### config.mk
export PLATFORM = sky130hd
export DESIGN_NAME = param_fifo
export DESIGN_NICKNAME = d
export VERILOG_FILES = /design/src/rtl/param_fifo.sv
export SDC_FILE = /design/constraint.sdc
export NUM_CORES = 1
export LEC_CHECK = 0
export ABC_CLOCK_PERIOD_IN_PS = 5700
export CORE_MARGIN = 4
export CORE_UTILIZATION = 40
export CTS_CLUSTER_SIZE = 20
export DETAILED_ROUTE_END_ITERATION = 12
export HOLD_SLACK_MARGIN = 0.06
export PLACE_DENSITY = 0.54
export SKIP_LAST_GASP = 1
export SLEW_MARGIN = 30
export SYNTH_ARGS = -nofsm -noshare
export SYNTH_HDL_FRONTEND = slang
export SYNTH_SLANG_ARGS = --single-unit
export TNS_END_PERCENT = 5
### constraint.sdc
create_clock -name clk -period 5.7 [get_ports clk]
set_input_delay 0.57 -clock clk [delete_from_list [all_inputs] [get_ports clk]]
set_output_delay 0.57 -clock clk [all_outputs]
set_load 0.02 [all_outputs]
### src/rtl/param_fifo.sv
// param_fifo: synchronous FIFO with a configurable width and depth, registered
// status flags, overflow/underflow pulses and a choice of registered or
// first-word-fall-through read data.
//
// Parameters:
//   WIDTH    data word width (>= 1)
//   DEPTH    number of entries (power of two, >= 2)
//   AF_LEVEL almost_full when count >= AF_LEVEL (1..DEPTH)
//   AE_LEVEL almost_empty when count <= AE_LEVEL (0..DEPTH-1)
//   FWFT     0 = rdata loaded on the edge that accepts a read
//            1 = head word presented on rdata while not empty
//
// Ports:
//   clk          clock, rising edge
//   rst          asynchronous reset, active low
//   wdata/wr_en  write data / write request
//   rdata/rd_en  read data / read request
//   full_flag    count == DEPTH
//   empty_flag   count == 0
//   almost_full  count >= AF_LEVEL
//   almost_empty count <= AE_LEVEL
//   count        occupancy, 0..DEPTH
//   overflow     one-cycle pulse after a rejected write
//   underflow    one-cycle pulse after a rejected read
module param_fifo #(
  parameter int unsigned WIDTH    = 32,
  parameter int unsigned DEPTH    = 8,
  parameter int unsigned AF_LEVEL = DEPTH - 2,
  parameter int unsigned AE_LEVEL = 2,
  parameter int unsigned FWFT     = 0
) (
  input  logic                       clk,
  input  logic                       rst,
  input  logic [WIDTH-1:0]           wdata,
  input  logic                       wr_en,
  output logic                       full_flag,
  output logic [WIDTH-1:0]           rdata,
  input  logic                       rd_en,
  output logic                       empty_flag,
  output logic                       almost_full,
  output logic                       almost_empty,
  output logic [$clog2(DEPTH):0]     count,
  output logic                       overflow,
  output logic                       underflow
);

  localparam int unsigned AW = $clog2(DEPTH);
  localparam int unsigned CW = AW + 1;
  localparam logic [CW-1:0] FULL_C = CW'(DEPTH);
  localparam logic [CW-1:0] AF_C   = CW'(AF_LEVEL);
  localparam logic [CW-1:0] AE_C   = CW'(AE_LEVEL);

  logic [WIDTH-1:0] r_mem [DEPTH];
  logic [AW-1:0]    r_wptr;
  logic [AW-1:0]    r_rptr;
  logic [CW-1:0]    r_count;
  logic             r_full;
  logic             r_empty;
  logic             r_afull;
  logic             r_aempty;
  logic             r_ovf;
  logic             r_unf;
  logic [WIDTH-1:0] r_rdata;

  logic             w_rd_acc;
  logic             w_wr_acc;
  logic [CW-1:0]    w_count_nxt;

  // A write into a full FIFO is still accepted when a read frees a slot on
  // the same edge.
  assign w_rd_acc = rd_en && !r_empty;
  assign w_wr_acc = wr_en && (!r_full || w_rd_acc);

  always_comb begin
    w_count_nxt = r_count;
    case ({w_wr_acc, w_rd_acc})
      2'b10:   w_count_nxt = r_count + CW'(1);
      2'b01:   w_count_nxt = r_count - CW'(1);
      default: w_count_nxt = r_count;
    endcase
  end

  // Storage is not reset; stale contents are unreachable once the pointers
  // and count are cleared.
  always_ff @(posedge clk) begin
    if (w_wr_acc) r_mem[r_wptr] <= wdata;
  end

  // Status flags are computed from the next count so they change on the
  // same edge as count itself.
  always_ff @(posedge clk or negedge rst) begin
    if (!rst) begin
      r_wptr   <= '0;
      r_rptr   <= '0;
      r_count  <= '0;
      r_full   <= 1'b0;
      r_empty  <= 1'b1;
      r_afull  <= 1'b0;
      r_aempty <= 1'b1;
      r_ovf    <= 1'b0;
      r_unf    <= 1'b0;
      r_rdata  <= '0;
    end else begin
      if (w_wr_acc) r_wptr <= r_wptr + AW'(1);
      if (w_rd_acc) begin
        r_rptr  <= r_rptr + AW'(1);
        r_rdata <= r_mem[r_rptr];
      end
      r_count  <= w_count_nxt;
      r_full   <= (w_count_nxt == FULL_C);
      r_empty  <= (w_count_nxt == '0);
      r_afull  <= (w_count_nxt >= AF_C);
      r_aempty <= (w_count_nxt <= AE_C);
      r_ovf    <= wr_en && !w_wr_acc;
      r_unf    <= rd_en && r_empty;
    end
  end

  // In fall-through mode the head word is shown directly while data is
  // present; once empty, the last popped word (or 0 after reset) is held.
  generate
    if (FWFT != 0) begin : g_fwft
      assign rdata = r_empty ? r_rdata : r_mem[r_rptr];
    end else begin : g_std
      assign rdata = r_rdata;
    end
  endgenerate

  assign full_flag    = r_full;
  assign empty_flag   = r_empty;
  assign almost_full  = r_afull;
  assign almost_empty = r_aempty;
  assign count        = r_count;
  assign overflow     = r_ovf;
  assign underflow    = r_unf;

endmodule

==> Word level (Yosys, flattened, before mapping) <==
Memories as Yosys holds them, arrays and structs flattened. A register that Yosys moved wholly into a read port is not among the register bits.
Cells that the tools add are included.
{ "op_classes": {"n_eq_ne": 3, "muxes": 3, "n_lt_le_gt_ge": 2, "n_reduce_logical": 10, "add_sub_neg": 4} }
{ "op_table": {"columns": ["operator", "count"], "rows": [
  ["$pmux W4 S2", 1],
  ["$add A3 B1 Y3 const B", 2],
  ["$add A4 B1 Y4 const B", 1],
  ["$eq A4 B4 Y1 const B", 1],
  ["$ge A4 B3 Y1 const B", 1],
  ["$le A4 B2 Y1 const B", 1],
  ["$logic_and A1 B1 Y1", 4],
  ["$logic_not A1 Y1", 4],
  ["$logic_not A4 Y1", 1],
  ["$sub A4 B1 Y4 const B", 1],
  ["$eq A2 B1 Y1 const B", 1],
  ["$eq A2 B2 Y1 const B", 1],
  ["$mux W1", 2],
  ["$logic_or A1 B1 Y1", 1]
]} }
{ "totals": {"memories": 1, "word_cells": 32, "reg_bits": 16, "out_inout_bits": 42, "mem_bits_rw": 256} }
{ "mem_list": {"columns": ["memory", "depth", "width", "rd", "rd_clocked_by_memory_dff", "write_ports", "line", "rtl"], "rows": [
  ["r_mem", 8, 32, 1, 1, 1, "53", "logic [WIDTH-1:0] r_mem [DEPTH];"]
]} }

==> Depth between registers and ports, before layout <==
Gate-level depths: netlist of run 1.
{ "depth": {"depth_word": 7, "depth_mapped": 11, "depth_no_buf": 11} }

==> Worst setup path before layout of run 1 <==
OpenSTA, ideal clock, no wires.
{ "synth_path": {"path_kind": "input -> register", "from": "input rd_en", "to": "memory r_mem[0][0], enable pin", "path_stages": 4, "slack_ps": 1067, "arrival_ps": 4132, "path_buffers": 0, "setup_ps": 501, "path_cell_list": "nand2b_1 > a21boi_2 > inv_2 > nor4_1"} }
{ "synth_via": {"elab_chain_len": 5} }
{ "synth_rtl": {"columns": ["item", "line", "rtl"], "rows": [
  ["start: declaration", "38", "input logic rd_en,"],
  ["$logic_and A1 B1 Y1", "71", "assign w_rd_acc = rd_en && !r_empty;"],
  ["$logic_or A1 B1 Y1", "72", "assign w_wr_acc = wr_en && (!r_full || w_rd_acc);"],
  ["$logic_and A1 B1 Y1", "72", null],
  ["$mux W1", "86", "if (w_wr_acc) r_mem[r_wptr] <= wdata;"],
  ["$mux W1 (not written as such)", "86", null],
  ["end: declaration", "53", null]
]} }
Every way passes these cells.

==> Worst setup path after layout of run 1 <==
{ "layout_path": {"from": "register r_empty (netlist: empty_flag)", "to": "register r_empty (netlist: empty_flag)"} }
{ "layout_via": {"elab_chain_len": 7, "word_cells_on_any_way": 8} }
{ "layout_rtl": {"columns": ["item", "line", "rtl"], "rows": [
  ["start: declaration", "58", "logic r_empty;"],
  ["start signal: assignment", "111", "r_empty <= (w_count_nxt == '0);"],
  ["$logic_not A1 Y1 *", "71", null],
  ["$logic_and A1 B1 Y1 *", "71", null],
  ["named net w_rd_acc", "65", "logic w_rd_acc;"],
  ["$logic_or A1 B1 Y1", "72", null],
  ["$logic_and A1 B1 Y1", "72", null],
  ["$eq A2 B1 Y1 / $eq A2 B2 Y1 (equally long branches)", "76", "case ({w_wr_acc, w_rd_acc})"],
  ["$pmux W4 S2 *", "76", null],
  ["named net w_count_nxt[2]", "67", "logic [CW-1:0] w_count_nxt;"],
  ["$logic_not A4 Y1 *", "111", null]
]} }
The timed path passes the listed nets; every way through them passes the cells marked *.
A chain may end at the register's enable or synchronous reset.

==> impl_results.md, run 1 <==
- Outcome: finished, final reports clean
- Clk_lat worst skew: 0.55 ns
- Area contributors post-synth: edfxtp_1 66%, mux4_2 12%, dfrtp_1 9.9%, mux2i_1 2.8%, o21ai_1 1.4%
- Worst path buffer plus inverter count: 3
- Ys flop type: edfxtp_1
- PwrDens: 516 nW/um2
- # DRC: 0
- Vias: 5568
- Largest net degree at the start of global routing: 69
- Final WL: 23.0 mm
- Post-Syn Nets: 610
- Final setup fails: 0
- Register area: 8900 um2
- Worst path required time: 6.14 ns
- Fmax: 0.305 GHz
- Die X: 179 um
- FP Rows: 62
- Worst-margin pin slew: 0.848 ns
- Hold buffers post-CTS: 0
- Clock buffer count from CTS: 31
- Nets: 712
- Wirelength per Cell: 21.3 um
- R2r setup slk: 2.42 ns
- CP Max Fanout: 68
- Area occupied by multi-input gates: 2630 um2
- Final core utilization: 48.3%
- Largest delay share family, worst path: buffers and inverters
- Cell leakage power: 4.70 nW
- Slew Viols, Final: 0
- Vias in the first global route: 6069
- Crit-path max cell delay: 0.61 ns
- Initial antenna violation count: 1
- Fin Setup TNS: 0 ns
- Core Area: 28700 um2
- Most common cell in the synthesized netlist: edfxtp_1
- Fin cells: 1079
- Htree depth: 1
- Diode count: 0
- Total Power: 0.00715 W
- Synth Cell Area: 11700 um2
- Clk sinks: 304
- Cts repair resizes: 0
- Synth async-reset ratio: 15.8%
- EDFF count, synth: 256
- Slowest-stage cell, CP: buf_4
- Worst Setup Path Type: reg2reg
- Crit path cell chain: nand2b_2 > buf_4 > inv_2 > ha_1 > xor2_1 > ha_1 > a21oi_2 > mux2i_1 > xor2_1 > inv_2 > a211oi_1
- Yosys reg bits: 304
- Max-slew headroom: 43.4%
- Layout overhead on the synthesized area: 18.9%
- Hold Worst Slack: 0.168 ns
- Yosys top cell area share: 66.0%
- Clock-pin slew of the registers on the worst-case setup and hold paths: 0.06 ns
- Fin. Hold Viols: 0
- Largest area contributor in the netlist: edfxtp_1
- First-pass GRT wire length: 35.7 mm
- CTS Root Cell: clkbuf_16
- Cell variety after synth: 47
- Syn Area/Cell: 20.5 um2
- Via density: 5.16
- Worst Skew: 0.0223 ns
- Routed Antenna Nets: 0
- Post-synthesis sequential area ratio: 76.3%
- Peak supply drop: 0.239 mV
- Gr ovfl total: 0
- Filler cells: 2403
- Layout cells sized above 1: 21.4%
- I/O pin total: 78
- Postcts setup bufs: 0
- Post-Synthesis Cells: 569
- CP arrival: 3.72 ns
- Max cap viols: 0
- Placed insts: 1022
- Unrepaired setup endpoints after global routing: no
- Critical Path Source Type: flop
- Total GRT Usage: 14.7%
- Tightest Hold Check Type: in2async
- Gpl congestion: 0.812
- Post-synth top cells: 256 x edfxtp_1, 64 x mux4_2, 46 x dfrtp_1
- Synth Warn #: 0
- Initial DRC count: 399
- TritonCTS clock tree: yes
- Starting Density: 40.6%
- Crit path time final: 3.28 ns
- Buffers added on ports: 77
- Fin crit share: 57.5%
- Hpwl dp: 13.2 mm
- Drt pass-1 iters: 4
- Die area: 31900 um2
- Setup crit end kind: flop
- Largest buffer count on any clock path: 3
- Die height: 179 um
-- cells in the final DEF (no fill, tap or decap), types with 4 or more instances in the layout --
cell	count
buf_4	18
clkbuf_1	12
clkbuf_16	31
clkdlybuf4s50_1	76
clkinv_1	4
clkinv_2	6
dfrtp_1	43
edfxtp_1	256
ha_1	5
mux2i_1	33
mux4_2	64
nand2_1	41
nor3_2	4
o21ai_1	33
xnor2_1	4
-- registers in the layout (all words and copies together), names as in the netlist --
name	cells
r_mem	256
rdata	32
count	4
r_rptr	3
r_wptr	3
almost_empty	1
almost_full	1
empty_flag	1
full_flag	1
overflow	1
underflow	1
-- worst paths after layout --
| check | from | endpoint | cells past startpoint |
|---|---|---|---|
| worst max-delay path | empty_flag | empty_flag | 11 |
| worst min-delay path | rst | count[0] | 2 |
| worst max register to register | empty_flag | empty_flag | 11 |
| worst min register to register | rdata[30] | rdata[30] | 2 |
| max in group asynchronous | rst | r_rptr[0] | 2 |
| min in group clk | rdata[30] | rdata[30] | 2 |
-- metrics by stage --
stage                     area, um2  setup slack (ns)
after global routing          13900              2.10
final                         13900              2.42
after global placement        12900              2.14
after floorplan               11700              1.07
after detailed placement      12900              1.97
after CTS                     13900              2.39
-- report_power, final --
group / internal, W / switching (W)
Sequential: 0.00288 / 0.000283
Clock: 0.00104 / 0.000782
Combinational: 0.00105 / 0.00112
-- kinds of logic after synthesis --
group / synth area share [%]
buf+inv: 1.64
flops: 76.3
compound gates: 2.55
fa+ha+maj: 0.537
mux: 15.4
simple gates: 3.07
xor+xnor: 0.526
-- worst reg2reg max path, cell delays in order (launching register included) --
cell,delay (ns)
dfstp_2,0.53
nand2b_2,0.13
buf_4,0.61
inv_2,0.14
ha_1,0.32
xor2_1,0.20
ha_1,0.21
a21oi_2,0.12
mux2i_1,0.23
xor2_1,0.31
inv_2,0.08
a211oi_1,0.29
-- final cells by class --
cell class / count / share of cell area (%)
sequential: 304 / 64.2
multi-input combinational: 233 / 18.9
tap: 384 / 3.47
timing repair buffer: 96 / 6.70
clock inverter: 11 / 0.379
clock buffer: 46 / 6.22
inverter: 5 / 0.135
-- layer usage --
metal,GRT usage (%),up-vias,wire length (um),part of all wire [%]
li1,-,2497,-,-
met1,19.9,2920,10100,44
met2,25.1,113,11400,50
met3,2.38,36,982,4.3
met4,3.77,2,435,1.9
met5,0,-,13,0.057
Power figures use the tool's default switching activity.
==> inputs of run 2 (changes only) <==
--- a/config.mk
+++ b/config.mk
@@ -5,13 +5,13 @@
 export SDC_FILE = /design/constraint.sdc
 export NUM_CORES = 1
 export LEC_CHECK = 0
-export ABC_CLOCK_PERIOD_IN_PS = 5700
+export ABC_CLOCK_PERIOD_IN_PS = 2800
 export CORE_MARGIN = 4
 export CORE_UTILIZATION = 40
 export CTS_CLUSTER_SIZE = 20
 export DETAILED_ROUTE_END_ITERATION = 12
 export HOLD_SLACK_MARGIN = 0.06
-export PLACE_DENSITY = 0.54
+export PLACE_DENSITY = 0.56
 export SKIP_LAST_GASP = 1
 export SLEW_MARGIN = 30
 export SYNTH_ARGS = -nofsm -noshare
==> constraint.sdc (replaced) <==
create_clock -name clk -period 2.8 [get_ports clk]
set_input_delay 0.28 -clock clk [delete_from_list [all_inputs] [get_ports clk]]
set_output_delay 0.28 -clock clk [all_outputs]
set_load 0.02 [all_outputs]
==> impl_results.md, run 2 (synthesis gave the netlist of run 1 again) <==
- Slew Viols, Final: 0 (unchanged)
- CP Max Fanout: 5 (-93%)
- Vias in the first global route: 6035 (-0.56%)
- Crit path time final: 2.55 ns (-0.722 ns)
- Diode count: 0 (unchanged)
- Core Area: 28700 um2 (unchanged)
- Drt pass-1 iters: 4 (unchanged)
- Place WS: -0.0768 ns (-2.04 ns)
- FP Rows: 62 (unchanged)
- Die area: 31900 um2 (unchanged)
- Fin. Hold Viols: 0 (unchanged)
- Gpl congestion: 0.785 (-3.3%)
- Peak supply drop: 0.568 mV (+140%)
- Largest delay share family, worst path: compound AO/OA/AOI/OAI gates
- Largest register FFs: 256 (unchanged)
- Initial antenna violation count: 1 (unchanged)
- Comb pwr share: 30.9% (+0.6 points)
- Htree depth: 1 (unchanged)
- Worst path required time: 3.24 ns (-2.90 ns)
- PwrDens: 1050 nW/um2 (+100%)
- Gr ovfl total: 0 (unchanged)
- CTS Root Cell: clkbuf_16
- Clock-pin slew of the registers on the worst-case setup and hold paths: 0.06 ns (about the same)
- Nets: 724 (+1.7%)
- Net Sw Power: 0.00444 W (+100%)
- Final WS setup: 0.245 ns (-2.18 ns)
- Crit-path max cell delay: 0.37 ns (-0.24 ns)
- Critical Path Source Type: flop
- Slowest-stage cell, CP: dfstp_2
- Worst Setup Path Type: reg2reg
- Layout cells sized above 1: 22.0% (+0.52 points)
- Fmax: 0.391 GHz (+28%)
- Hpwl dp: 13.6 mm (+2.9%)
- Most common cell after layout, fill and taps aside: edfxtp_1
- Total Power: 0.0147 W (+110%)
- CP arrival: 3.00 ns (-0.72 ns)
- Tightest Hold Check Type: in2async
- Routed Antenna Nets: 0 (unchanged)
- Worst path buffer plus inverter count: 2 (-1)
- Layout overhead on the synthesized area: 20.4%
- Initial DRC count: 557 (+40%)
- Crit path cell chain: nand2b_2 > a21boi_2 > inv_2 > ha_1 > xor2_1 > ha_1 > a21oi_2 > mux2i_1 > xor2_1 > inv_2 > a211oi_1
- Largest buffer count on any clock path: 3 (unchanged)
- Setup crit end kind: flop
- Most frequent cells in the layout: 256 x edfxtp_1, 76 x clkdlybuf4s50_1, 64 x mux4_2
- Final WL: 23.4 mm (+2.0%)
- Final setup fails: 0 (unchanged)
- Worst Skew: 0.00892 ns (-0.0134 ns)
- Postcts setup bufs: 0 (unchanged)
- Clk_lat worst skew: 0.54 ns (about the same)
- Clock share of power: 25.5% (about the same)
- Clock buffer count from CTS: 31 (unchanged)
- First-pass GRT wire length: 36.4 mm (+2.0%)
- Worst-margin pin slew: 0.617 ns (-0.231 ns)
- Vias: 5648 (+1.4%)
- Die X: 179 um (unchanged)
- Die height: 179 um (unchanged)
- Largest net degree at the start of global routing: 67 (-2.9%)
- TritonCTS clock tree: yes
- Cell leakage power: 4.77 nW (+1.5%)
- Sw Ratio: 30.1% (-0.38 points)
- Hold buffers post-CTS: 1 (+1)
- Via density: 5.18 (+0.41%)
- Unrepaired setup endpoints after global routing: no
- Cell internal pwr: 0.0103 W (+110%)
- Wirelength per Cell: 21.5 um (+0.97%)
- Seq pwr share: 43.6% (-0.6 points)
- Fin crit share: 91.2% (+34 points)
- Top reg by flops: r_mem
- Total GRT Usage: 15.1% (+0.36 points)
- Outcome: finished, final reports clean
- I/O pin total: 78 (unchanged)
- Cts repair resizes: 0 (unchanged)
- # DRC: 0 (unchanged)
- Max-slew headroom: 58.8% (+15 points)
- Max cap viols: 0 (unchanged)
- Buffers added on ports: 77 (unchanged)
- Starting Density: 40.6% (unchanged)
- Clk sinks: 304 (unchanged)
[run 2: changes by cell type in the layout (fill, tap and decap cells not counted), moves of 2 or more]
cell and change:
clkinv_2 -6, buf_12 +6, clkbuf_1 +8, clkbuf_8 +2
clkinv_1 -4, buf_4 +7
[run 2: through the flow]
stage / cell area (um2) / TNS (ns) / util (%) / cells / hold slack (ns)
5_1_grt: 14000 / 0 / 48.9 / 1090 / 0.291
6_report: 14000 / 0 / 48.9 / 1090 / 0.250
3_3_place_gp: 13100 / 0 / 45.6 / 1033 / 0.467
3_5_place_dp: 13100 / -0.100 / 45.6 / 1033 / 0.475
4_1_cts: 14000 / 0 / 48.9 / 1090 / 0.318
2_1_floorplan: 11700 / -130.66 / - / 569 / -0.0156
[run 2: layout make-up]
cell class,count,area [um2]
Multi-Input combinational cell,233,2630
Inverter,5,18.8
Timing Repair Buffer,108,1080
Fill cell,2408,14700
Sequential cell,304,8900
Clock buffer,56,920
Tap cell,384,480
[run 2: power groups by stage]
stage,Sequential (W),Combinational [W],Clock [W]
2_1_floorplan,0.00661,0.00284,0
3_3_place_gp,0.00647,0.00458,0
3_5_place_dp,0.00654,0.00465,0
4_1_cts,0.00645,0.00467,0.00386
5_1_grt,0.00654,0.00497,0.00407
6_report,0.00643,0.00455,0.00375
[run 2: worst register-to-register path, cell delays in order (launching register included)]
cell	delay [ns]
dfstp_2	0.37
nand2b_2	0.22
a21boi_2	0.20
inv_2	0.07
ha_1	0.20
xor2_1	0.18
ha_1	0.22
a21oi_2	0.12
mux2i_1	0.24
xor2_1	0.31
inv_2	0.08
a211oi_1	0.25
[run 2: metal layers]
layer	vias to the layer above	GRT usage (%)	wire, um
li1	2516	-	-
met1	2939	20.3	9810
met2	145	26.0	12000
met3	46	2.57	1170
met4	2	3.36	463
met5	-	0	13
[run 2: final timing paths]
kind | start | depth (start not counted) | end | slack [ns]
setup / recovery | empty_flag | 11 | empty_flag | 0.25
hold / removal | rst | 2 | count[3] | 0.25
setup reg to reg | empty_flag | 11 | empty_flag | 0.25
hold reg to reg | rdata[9] | 2 | rdata[9] | 0.48
max in group asynchronous | rst | 3 | rdata[30] | 1.98
min in group clk | wr_en | 2 | overflow | 0.35
==> inputs of run 3 (changes only) <==
--- a/config.mk
+++ b/config.mk
@@ -5,13 +5,12 @@
 export SDC_FILE = /design/constraint.sdc
 export NUM_CORES = 1
 export LEC_CHECK = 0
-export ABC_CLOCK_PERIOD_IN_PS = 2800
+export ABC_CLOCK_PERIOD_IN_PS = 3200
 export CORE_MARGIN = 4
 export CORE_UTILIZATION = 40
-export CTS_CLUSTER_SIZE = 20
 export DETAILED_ROUTE_END_ITERATION = 12
 export HOLD_SLACK_MARGIN = 0.06
-export PLACE_DENSITY = 0.56
+export PLACE_DENSITY = 0.54
 export SKIP_LAST_GASP = 1
 export SLEW_MARGIN = 30
 export SYNTH_ARGS = -nofsm -noshare
==> constraint.sdc (replaced) <==
create_clock -name clk -period 3.2 [get_ports clk]
set_input_delay 0.32 -clock clk [delete_from_list [all_inputs] [get_ports clk]]
set_output_delay 0.32 -clock clk [all_outputs]
set_load 0.02 [all_outputs]
==> impl_results.md, run 3 (synthesis gave the netlist of run 1 again) <==
- Outcome: finished, final reports clean
- Clock share of power: 28.7% (+3.2 points)
- Final setup fails: 0 (unchanged)
- Diode count: 0 (unchanged)
- Hpwl dp: 13.4 mm (-1.5%)
- CTS Root Cell: clkbuf_16
- PwrDens: 947 nW/um2 (-9.8%)
- Gr ovfl total: 0 (unchanged)
- Fin cells: 1092 (+0.18%)
- Sw Ratio: 29.8% (-0.30 points)
- Clk_lat worst skew: 0.51 ns (-0.03 ns)
- Setup crit end kind: flop
- Worst Setup Path Type: reg2reg
- Via density: 5.18 (about the same)
- Cts repair resizes: 0 (unchanged)
- Largest net degree at the start of global routing: 68 (+1.5%)
- Unrepaired setup endpoints after global routing: no
- Comb pwr share: 28.8% (-2.1 points)
- Net Sw Power: 0.00400 W (-9.8%)
- Starting Density: 40.6% (unchanged)
- Top reg by flops: r_mem
- Vias in the first global route: 6151 (+1.9%)
- Core Area: 28700 um2 (unchanged)
- Tightest Hold Check Type: in2async
- I/O pin total: 78 (unchanged)
- FP Rows: 62 (unchanged)
- Cell leakage power: 4.84 nW (+1.5%)
- Worst-margin pin slew: 0.893 ns (+0.276 ns)
- Htree depth: 2 (+1)
- Critical Path Source Type: flop
- Seq pwr share: 42.4% (-1.2 points)
- CP arrival: 3.01 ns (about the same)
- Layout cells sized above 1: 22.6% (+0.64 points)
- Routed Antenna Nets: 0 (unchanged)
- TritonCTS clock tree: yes
- Drt pass-1 iters: 4 (unchanged)
- Final core utilization: 49.4% (+0.51 points)
- Largest register FFs: 256 (unchanged)
- Fin Setup TNS: 0 ns (unchanged)
- # DRC: 0 (unchanged)
- Clock-pin slew of the registers on the worst-case setup and hold paths: 0.06 ns (about the same)
- Nets: 724 (unchanged)
- RR Endpoint: empty_flag
- Total GRT Usage: 15.4% (+0.29 points)
- Gpl congestion: 0.743 (-5.3%)
- Crit path time final: 2.61 ns (+0.0549 ns)
- RR Startpoint: empty_flag
- Die area: 31900 um2 (unchanged)
- Peak supply drop: 0.414 mV (-27%)
- Wirelength per Cell: 21.5 um (about the same)
- Worst path required time: 3.60 ns (+0.36 ns)
- First-pass GRT wire length: 36.9 mm (+1.4%)
- Layout overhead on the synthesized area: 21.6%
- Largest buffer count on any clock path: 3 (unchanged)
- Max cap viols: 0 (unchanged)
- Most common cell after layout, fill and taps aside: edfxtp_1
- Worst Skew: 0.0172 ns (+0.00825 ns)
- Placed insts: 1029 (-0.39%)
- Fmax: 0.383 GHz (-2.1%)
- Initial antenna violation count: 0 (-1)
- R2r setup slk: 0.59 ns (+0.35 ns)
- Most frequent cells in the layout: 256 x edfxtp_1, 76 x clkdlybuf4s50_1, 64 x mux4_2
- Cell internal pwr: 0.00942 W (-8.5%)
- Fin. Hold Viols: 0 (unchanged)
- CP Max Fanout: 7 (+2)
- Clock buffer count from CTS: 35 (+13%)
- R2R depth: 11 (unchanged)
- Clk sinks: 304 (unchanged)
- Fin crit share: 81.6% (-9.7 points)
- Buffers added on ports: 77 (unchanged)
- Initial DRC count: 365 (-34%)
- Die X: 179 um (unchanged)
- Final WL: 23.4 mm (+0.12%)
- Max-slew headroom: 40.4% (-18 points)
- Vias: 5658 (+0.18%)
- Slew Viols, Final: 0 (unchanged)
- Die height: 179 um (unchanged)
run 3: changes by cell type in the layout (fill, tap and decap cells not counted), sizes merged:
cell | previous run | this run
clkbuf | 56 | 48
bufinv | 0 | 4
clkinv | 0 | 10
buf | 31 | 27
run 3: layout make-up:
type                    count  area, um2
clock inverters            14        186
flip-flops and latches    304       8900
multi-input cells         233       2630
well taps                 384        480
repair buffers            104       1020
fillers                  2356      14500
inverters                   5       18.8
clock buffers              48        935
run 3: power groups by stage:
stage | sequential [W] | clock (W) | combinational [W]
CTS | 0.00571 | 0.00396 | 0.00398
finish | 0.00569 | 0.00386 | 0.00387
floorplan | 0.00578 | 0 | 0.00248
global route | 0.00580 | 0.00414 | 0.00424
global placement | 0.00574 | 0 | 0.00392
detailed placement | 0.00579 | 0 | 0.00397
run 3: per-stage QoR:
step                      hold slack, ns  power [W]  setup slack [ns]  instance area (um2)
after global placement             0.468    0.00965             0.313                13000
after global routing               0.409     0.0142             0.441                14200
after detailed placement           0.371    0.00975             0.209                13000
final                              0.362     0.0134             0.590                14200
after CTS                          0.375     0.0137             0.559                14200
after floorplan                   0.0244    0.00826            -0.501                11700
run 3: how the worst max path moves through the flow:
stage / startpoint / to / slack, ns / cells past startpoint
floorplan: empty_flag / r_mem[2][0] / -0.50 / 4
global placement: rd_en / empty_flag / 0.31 / 12
detailed placement: rd_en / empty_flag / 0.21 / 12
CTS: empty_flag / empty_flag / 0.56 / 11
global route: empty_flag / empty_flag / 0.44 / 11
finish: empty_flag / empty_flag / 0.59 / 11
run 3: timing repair:
| item | CTS | global route |
|---|---|---|
| setup buffers | 0 | 0 |
| hold endpoints to repair | 33 | 0 |
| hold buffers | 1 | 0 |
run 3: metal layers:
metal / GRT usage, % / vias to the layer above / share of wire [%]
met5: 0 / - / 0
met4: 4.35 / 0 / 2.1
met3: 2.61 / 38 / 4.6
met2: 25.1 / 138 / 48
met1: 21.5 / 2964 / 45
li1: - / 2518 / -
run 3: critical path: stages, from the launching register on:
cell and delay, ns:
dfstp_2 0.37, nand2b_2 0.20, a21boi_2 0.22, inv_2 0.12
ha_1 0.28, xor2_1 0.19, ha_1 0.20, a21oi_2 0.12
mux2i_1 0.22, xor2_1 0.27, inv_2 0.09, a211oi_1 0.24
